<file path="config.mk">
export PLATFORM = sky130hd
export DESIGN_NAME = aes_round_ctrl
export DESIGN_NICKNAME = d
export VERILOG_FILES = /design/src/rtl/aes_pkg.sv /design/src/rtl/aes_round_ctrl.sv
export SDC_FILE = /design/constraint.sdc
export NUM_CORES = 1
export LEC_CHECK = 0
export BUFFER_PORTS_ARGS = -buffer_cell sky130_fd_sc_hd__clkbuf_2
export CORE_MARGIN = 4
export CORE_UTILIZATION = 45
export DETAILED_ROUTE_END_ITERATION = 8
export PLACE_DENSITY = 0.72
export SYNTH_ARGS = -nofsm -noshare
export SYNTH_HDL_FRONTEND = slang
export SYNTH_SLANG_ARGS = --single-unit
</file>
<file path="constraint.sdc">
create_clock -name clk -period 2.3 [get_ports clk]
set_input_delay 0.115 -clock clk [delete_from_list [all_inputs] [get_ports clk]]
set_output_delay 0.115 -clock clk [all_outputs]
set_load 0.05 [all_outputs]
</file>
<file path="src/rtl/aes_pkg.sv">
// Shared types and constants for the AES-128 round sequencer.
// Holds the controller state encoding and the key-expansion RCON table.
package aes_pkg;

    typedef enum logic [2:0] {
        IDLE,
        LOAD,
        ROUND,
        FINAL,
        DONE
    } aes_ctrl_state_t;

    localparam int AES_NR = 10;

    // Round constant used by the key schedule for round 1..10, zero elsewhere
    function automatic logic [7:0] aes_rcon(input logic [3:0] idx);
        logic [7:0] rc;
        case (idx)
            4'd1:    rc = 8'h01;
            4'd2:    rc = 8'h02;
            4'd3:    rc = 8'h04;
            4'd4:    rc = 8'h08;
            4'd5:    rc = 8'h10;
            4'd6:    rc = 8'h20;
            4'd7:    rc = 8'h40;
            4'd8:    rc = 8'h80;
            4'd9:    rc = 8'h1b;
            4'd10:   rc = 8'h36;
            default: rc = 8'h00;
        endcase
        return rc;
    endfunction

endpackage

</file>
<file path="src/rtl/aes_round_ctrl.sv">
// Round sequencer for the iterative AES-128 datapath: load, NR rounds, done.
// Optional macro AES_IRQ_EN adds a sticky completion flag on irq (cleared by irq_clr).
module aes_round_ctrl
    import aes_pkg::*;
#(
    parameter int NR         = AES_NR,
    parameter int RND_CYCLES = 1
) (
    input  logic       clk,
    input  logic       reset,
    input  logic       start,
    input  logic       abort,
    output logic       busy,
    output logic       done,
    output logic       load_state,
    output logic       round_en,
    output logic       key_exp_en,
    output logic       last_round,
    output logic       result_we,
    output logic [3:0] round_idx,
    output logic [7:0] rcon,
    output logic       irq,
    input  logic       irq_clr
);

    localparam int              CW       = (RND_CYCLES > 1) ? $clog2(RND_CYCLES) : 1;
    localparam logic [CW-1:0]   CYC_LAST = CW'(RND_CYCLES - 1);
    localparam logic [3:0]      IDX_PRE  = 4'(NR - 1);

    aes_ctrl_state_t r_state;
    aes_ctrl_state_t w_next;
    logic [CW-1:0]   r_cyc;
    logic [CW-1:0]   w_cyc_nxt;
    logic [3:0]      r_idx;
    logic [3:0]      w_idx_nxt;
    logic            w_rnd_end;
    logic            w_active;

    assign w_rnd_end = (r_cyc == CYC_LAST);
    assign w_active  = (r_state == LOAD) || (r_state == ROUND) || (r_state == FINAL);
    assign round_idx = r_idx;

    // State, sub-round cycle counter and round index registers
    always_ff @(posedge clk) begin
        if (!reset) begin
            r_state <= IDLE;
            r_cyc   <= '0;
            r_idx   <= '0;
        end else begin
            r_state <= w_next;
            r_cyc   <= w_cyc_nxt;
            r_idx   <= w_idx_nxt;
        end
    end

    // Next-state logic and per-round datapath strobes
    always_comb begin
        w_next     = r_state;
        w_cyc_nxt  = r_cyc;
        w_idx_nxt  = r_idx;
        busy       = 1'b0;
        done       = 1'b0;
        load_state = 1'b0;
        round_en   = 1'b0;
        key_exp_en = 1'b0;
        last_round = 1'b0;
        result_we  = 1'b0;
        rcon       = 8'h00;
        unique case (r_state)
            IDLE: begin
                if (start && !abort) w_next = LOAD;
            end
            LOAD: begin
                busy       = 1'b1;
                load_state = 1'b1;
                w_next     = (NR == 1) ? FINAL : ROUND;
                w_idx_nxt  = 4'd1;
                w_cyc_nxt  = '0;
            end
            ROUND: begin
                busy = 1'b1;
                rcon = aes_rcon(r_idx);
                if (w_rnd_end) begin
                    round_en   = 1'b1;
                    key_exp_en = 1'b1;
                    w_cyc_nxt  = '0;
                    w_idx_nxt  = r_idx + 4'd1;
                    if (r_idx == IDX_PRE) w_next = FINAL;
                end else begin
                    w_cyc_nxt = r_cyc + CW'(1);
                end
            end
            FINAL: begin
                busy       = 1'b1;
                last_round = 1'b1;
                rcon       = aes_rcon(r_idx);
                if (w_rnd_end) begin
                    round_en   = 1'b1;
                    key_exp_en = 1'b1;
                    result_we  = 1'b1;
                    w_cyc_nxt  = '0;
                    w_idx_nxt  = 4'd0;
                    w_next     = DONE;
                end else begin
                    w_cyc_nxt = r_cyc + CW'(1);
                end
            end
            DONE: begin
                done   = 1'b1;
                w_next = IDLE;
            end
            default: begin
                w_next    = IDLE;
                w_cyc_nxt = '0;
                w_idx_nxt = '0;
            end
        endcase
        // An abort discards the operation: no further writes reach the datapath
        if (abort && w_active) begin
            w_next     = IDLE;
            w_cyc_nxt  = '0;
            w_idx_nxt  = '0;
            load_state = 1'b0;
            round_en   = 1'b0;
            key_exp_en = 1'b0;
            result_we  = 1'b0;
        end
    end

`ifdef AES_IRQ_EN
    logic r_irq;

    // Sticky completion flag; a new completion beats a simultaneous clear
    always_ff @(posedge clk) begin
        if (!reset) begin
            r_irq <= 1'b0;
        end else if (r_state == DONE) begin
            r_irq <= 1'b1;
        end else if (irq_clr) begin
            r_irq <= 1'b0;
        end
    end

    assign irq = r_irq || (r_state == DONE);
`else
    logic w_unused_irq_clr;
    assign w_unused_irq_clr = irq_clr;
    assign irq              = 1'b0;
`endif

endmodule
</file>
Word-level counts from Yosys, hierarchy flattened
Memories as Yosys holds them, arrays and structs flattened. A register that Yosys moved wholly into a read port is not among the register bits.
Cells that the tools add are included.
{ "totals": {"regBits": 8, "latch_bits": 0, "mem_bits_rw": 0, "mem_bits_ro": 256, "out_inout_bits": 20, "wordCells": 55, "mem_count": 2} }
{ "memory_table": {"columns": ["memory", "depth", "width", "rd", "rd_ports_with_merged_regs", "write_ports", "line_no", "text"], "rows": [
  ["(no name shown)", 16, 8, 1, 1, 0, "aes_pkg.sv:18", "case (idx)"],
  ["(no name shown)", 16, 8, 1, 1, 0, "aes_pkg.sv:18", null]
]} }
{ "op_classes": {"add_sub_neg": 2, "mul": 0, "div_mod_pow": 0, "order_cmp": 0, "eq_ne": 9, "shifts": 0, "muxes": 25, "bitwise": 2, "reduce_logical": 12} }
{ "op_table": {"columns": ["cell", "n"], "rows": [
  ["$mux 4", 6],
  ["$pmux 4 s4", 1],
  ["$pmux 8 s2", 1],
  ["$mux 3", 4],
  ["$pmux 3 s4", 1],
  ["$mux 1", 11],
  ["$eq 3x2->1 const B", 2],
  ["$ne 2x2->1 const B", 3],
  ["$reduce_or 2->1", 3],
  ["$add 4x1->4 const B", 1],
  ["$eq 4x4->1 const B", 1],
  ["$reduce_and 4->1", 1],
  ["$eq 3x1->1 const B", 1],
  ["$eq 3x3->1 const B", 1],
  ["$logic_not 3->1", 1],
  ["$reduce_and 3->1", 1],
  ["$reduce_or 3->1", 1],
  ["$logic_and 1x1->1", 2],
  ["$logic_or 1x1->1", 2],
  ["$ne 2x1->1 const B", 1],
  ["$not 1->1", 2],
  ["$pmux 1 s2", 1],
  ["$add 1x1->1 const B", 1],
  ["$logic_not 1->1", 1]
]} }

Depth between registers and ports, before layout
{ "depth": {"word_depth": 6, "depth_mapped": 9, "depth_no_buf": 8} }

Worst setup path after synthesis
No wires, ideal clock.
{ "synth_timing": {"path_type": "register to register", "start": "reg r_idx[1] (netlist: round_idx[1])", "end": "reg (tool-made name)", "setup_ns": 0.117, "t_arrival_ns": 2.030, "path_slack_ns": 0.153, "path_stages_with_launch": 8, "path_cell_list": "dfxtp_1 > inv_1 > ha_1 > o22a_1 > nor3_1 > inv_1 > ha_1 > a22o_1"} }
{ "synth_rtl": {"columns": ["item", "line_no", "text"], "rows": [
  ["from (decl)", "aes_round_ctrl.sv:34", "logic [3:0] r_idx;"],
  ["from (signal assigned)", "aes_round_ctrl.sv:52", "r_idx <= w_idx_nxt;"]
]} }

==> impl_metrics.csv <==
group,metric,value,unit
power,static-leakage-power,0.4757,nW
routing,total_detailed_routing_wirelength,1.678,mm
synth,mappedNetlistNets,106,
floorplan,floorplan.die.width,52.18,um
power,sw_frac_of_total,30.51,%
timing,fin_skew,0.003050,ns
power,power.net_switching,155.1,uW
setup_path,timing.critical_path.arrival,2.18,ns
routing,antenna_violating_nets_post_route,0,
timing,fmaxAchievable,0.5119,GHz
routing,avgViaCountPerCell,4.937,
floorplan,io-pin-count,25,
synth,syn_area,878.3,um2
clocking,htree_num_levels,1,
clocking,cts-root-buf,"clkbuf_4",
synth,synth_warnings,0,
min_path,worst_hold_path_type,"input port to flop",
setup_path,critical_path.endpoint_type,"flop",
grt,grt_pass1_wl,2.760,mm
timing,layout_worst_path_cycle_share,84.94,%
synth,synth_edf_count,0,
clocking,cts.path.max_buffers,2,
clocking,cts_tree,"built",
timing,final.setup.tns,0,ns
timing,grt_setup_unrepaired,"false",
grt,globalRouteTotalUtil,14.17,%
final_layout,antenna_cells,0,
power,clkPwrFrac,30.6,%
timing,hold_viol,0,
floorplan,placement_rows,15,
setup_path,timing.critical_path.required,2.52,ns
setup_path,cp_slowest_stage_delay,0.38,ns
run_status,outcome,"completed",
final_layout,finish.net_count,129,
setup_path,worst_path_dominant_cell_family,"adder cells",
floorplan,die_height,52.18,um
clocking,cts.clk_slew.worst_paths,0.09,ns
grt,grt_start_max_net_pins,14,
place,number_of_input_and_output_port_buffers_inserted,22,
grt,antenna_found_initial,0,
final_layout,layout-drive-gt1-share,35.04,%
timing,hold_ws,0.1390,ns
setup_path,setup.worst_path.class,"flop to flop",
floorplan,initial_core_util,49.26,%
final_layout,final.fill_count,166,
setup_path,crit_path_cell_trace,"inv_1 -> ha_1 -> o22a_1 -> nor3_1 -> inv_1 -> ha_1 -> o22ai_1",
power,power_report.internal_total,353.1,uW
place,place_area,985.9,um2
routing,wl_per_cell,11.82,um
place,gp_congestion,0.7893,
clocking,tritoncts.num_buffers,3,
synth,synth.avg_cell_area,9.246,um2
floorplan,core,0.001783,mm2
synth,asyncSetResetFlopFracSynth,0,%
routing,drt_pre_antenna_iters,4,
setup_path,crit_path_top_delay_cell,"dfxtp_1",
clocking,clk_latency_worst_skew_pair,0.29,ns
setup_path,worstSetupStartpointType,"flop",
timing,setup_viol,0,
synth,synth_sequential_area_ratio,34.19,%
grt,grt_pass1_vias,605,
timing,finalMaxSlewViolations,0,
final_layout,syn2layout_area_growth,15.53,%
setup_path,critical_path.max_fanout,4,
final_layout,utilization,56.91,%
timing,layout_setup_ws,0.3463,ns
power,p_comb_share,15.4,%
flow_run,max-cap-violations,0,
routing,num_vias,701,
synth,synthCells,95,
routing,remaining_drc_errors,0,
power,pwr_density_cell,500.8,mW/mm2
floorplan,die_area,0.002723,mm2
place,pre_cts_ws,0.2376,ns
power,worst_vdd_ir,0.2643,mV
synth,yosys.cell_types.count,38,
final_layout,fin_area,0.001015,mm2
clocking,cts_num_sinks,15,
synth,dominantRegCellSynth,"dfxtp_1",
place,place.detailed.hpwl,1.287,mm
setup_path,worst-path-buf-inv,2,
grt,globalRoute.totalOverflow,0,
timing,period_needed,1.954,ns
synth,flip_flop_and_latch_count_after_synthesis,15,
power,sequentialPowerShare,53.9,%
routing,initialDrtViolationCount,17,
==> cell usage in the layout (no fill, tap or decap), types with 2 or more instances in the layout <==
| cell type | n |
|---|---|
| clkbuf_2 | 22 |
| dfxtp_1 | 14 |
| nor2_1 | 9 |
| and2_1 | 9 |
| nor3_1 | 6 |
| ha_1 | 6 |
| inv_1 | 4 |
| a21oi_1 | 4 |
| nand2_1 | 3 |
| nand2b_2 | 3 |
| clkbuf_4 | 3 |
| nand2b_1 | 2 |
| o21a_1 | 2 |
| o21ai_0 | 2 |
| buf_4 | 2 |
==> logic make-up after synthesis <==
family                   after synthesis  synth area share, %
AND/OR/NAND/NOR                       44                30.91
XOR/XNOR                               2                1.995
buffers and inverters                 10                7.265
flip-flops                            15                34.19
other                                  1               0.4269
AO/OA/AOI/OAI                         17                16.67
adder cells (fa/ha/maj)                6                8.547
==> routing by layer <==
layer / routed length, um / share of wire (%) / up-vias / global-route usage, %
met5: 0 / 0 / - / 0
met4: 55 / 3.3 / 0 / 10.21
met3: 65 / 3.9 / 5 / 2.564
met2: 820 / 49 / 18 / 22.38
met1: 736 / 44 / 316 / 17.07
li1: - / - / 362 / -
==> synth_stat cells, types with 3 or more instances <==
cell      instances  area share [%]
and2_1            9             6.4
inv_1             4             1.7
nand2_1           3             1.3
nor2_1            9             3.8
a21oi_1           4             2.3
dfxtp_1          15              34
nand2b_2          3             3.0
buf_4             5             4.3
nor3_1            6             3.4
ha_1              6             8.5
==> through the flow <==
step           std cells  total power, mW
3_5_place_dp         138           0.3591
2_1_floorplan         95           0.3450
3_3_place_gp         138           0.3572
6_report             142           0.5081
5_1_grt              142           0.5360
4_1_cts              142           0.5130
==> cell type report <==
class	instances	area (um2)	area share [%]
multi-input combinational	70	514.2	50.68
sequential	15	301.5	29.72
timing repair buffer	24	125.1	12.33
tap	25	31.28	3.083
clock buffer	3	22.52	2.219
inverter	4	15.01	1.480
clock inverter	1	5.005	0.4932
==> worst min-delay path, delay by kind of cell <==
family                 cells  cell delay [ns]
AND/OR/NAND/NOR            1             0.06
AO/OA/AOI/OAI              1             0.14
buffers and inverters      1             0.08
==> power by group through the flow <==
stage | registers, mW | logic, mW | clock network [mW]
2_1_floorplan | 0.282 | 0.0634 | 0
3_3_place_gp | 0.280 | 0.0774 | 0
3_5_place_dp | 0.280 | 0.0790 | 0
4_1_cts | 0.274 | 0.0793 | 0.160
5_1_grt | 0.276 | 0.0864 | 0.174
6_report | 0.274 | 0.0785 | 0.156
==> repair_timing <==
action / CTS / global route
resized for setup: 0 / 1
setup endpoints to repair: 0 / 3
buffers inserted: 0 / 0
hold buffers: 0 / 0
==> path summary, 6_finish.rpt <==
path	from	endpoint	slack, ns	cells past startpoint
worst max-delay path	round_idx[1]	flop	0.35	7
worst min-delay path	start	r_state[0]	0.14	3
worst max register to register	round_idx[1]	flop	0.35	7
worst min register to register	r_state[1]	r_state[1]	0.62	2
No activity file was read; power rests on OpenSTA's default activity.
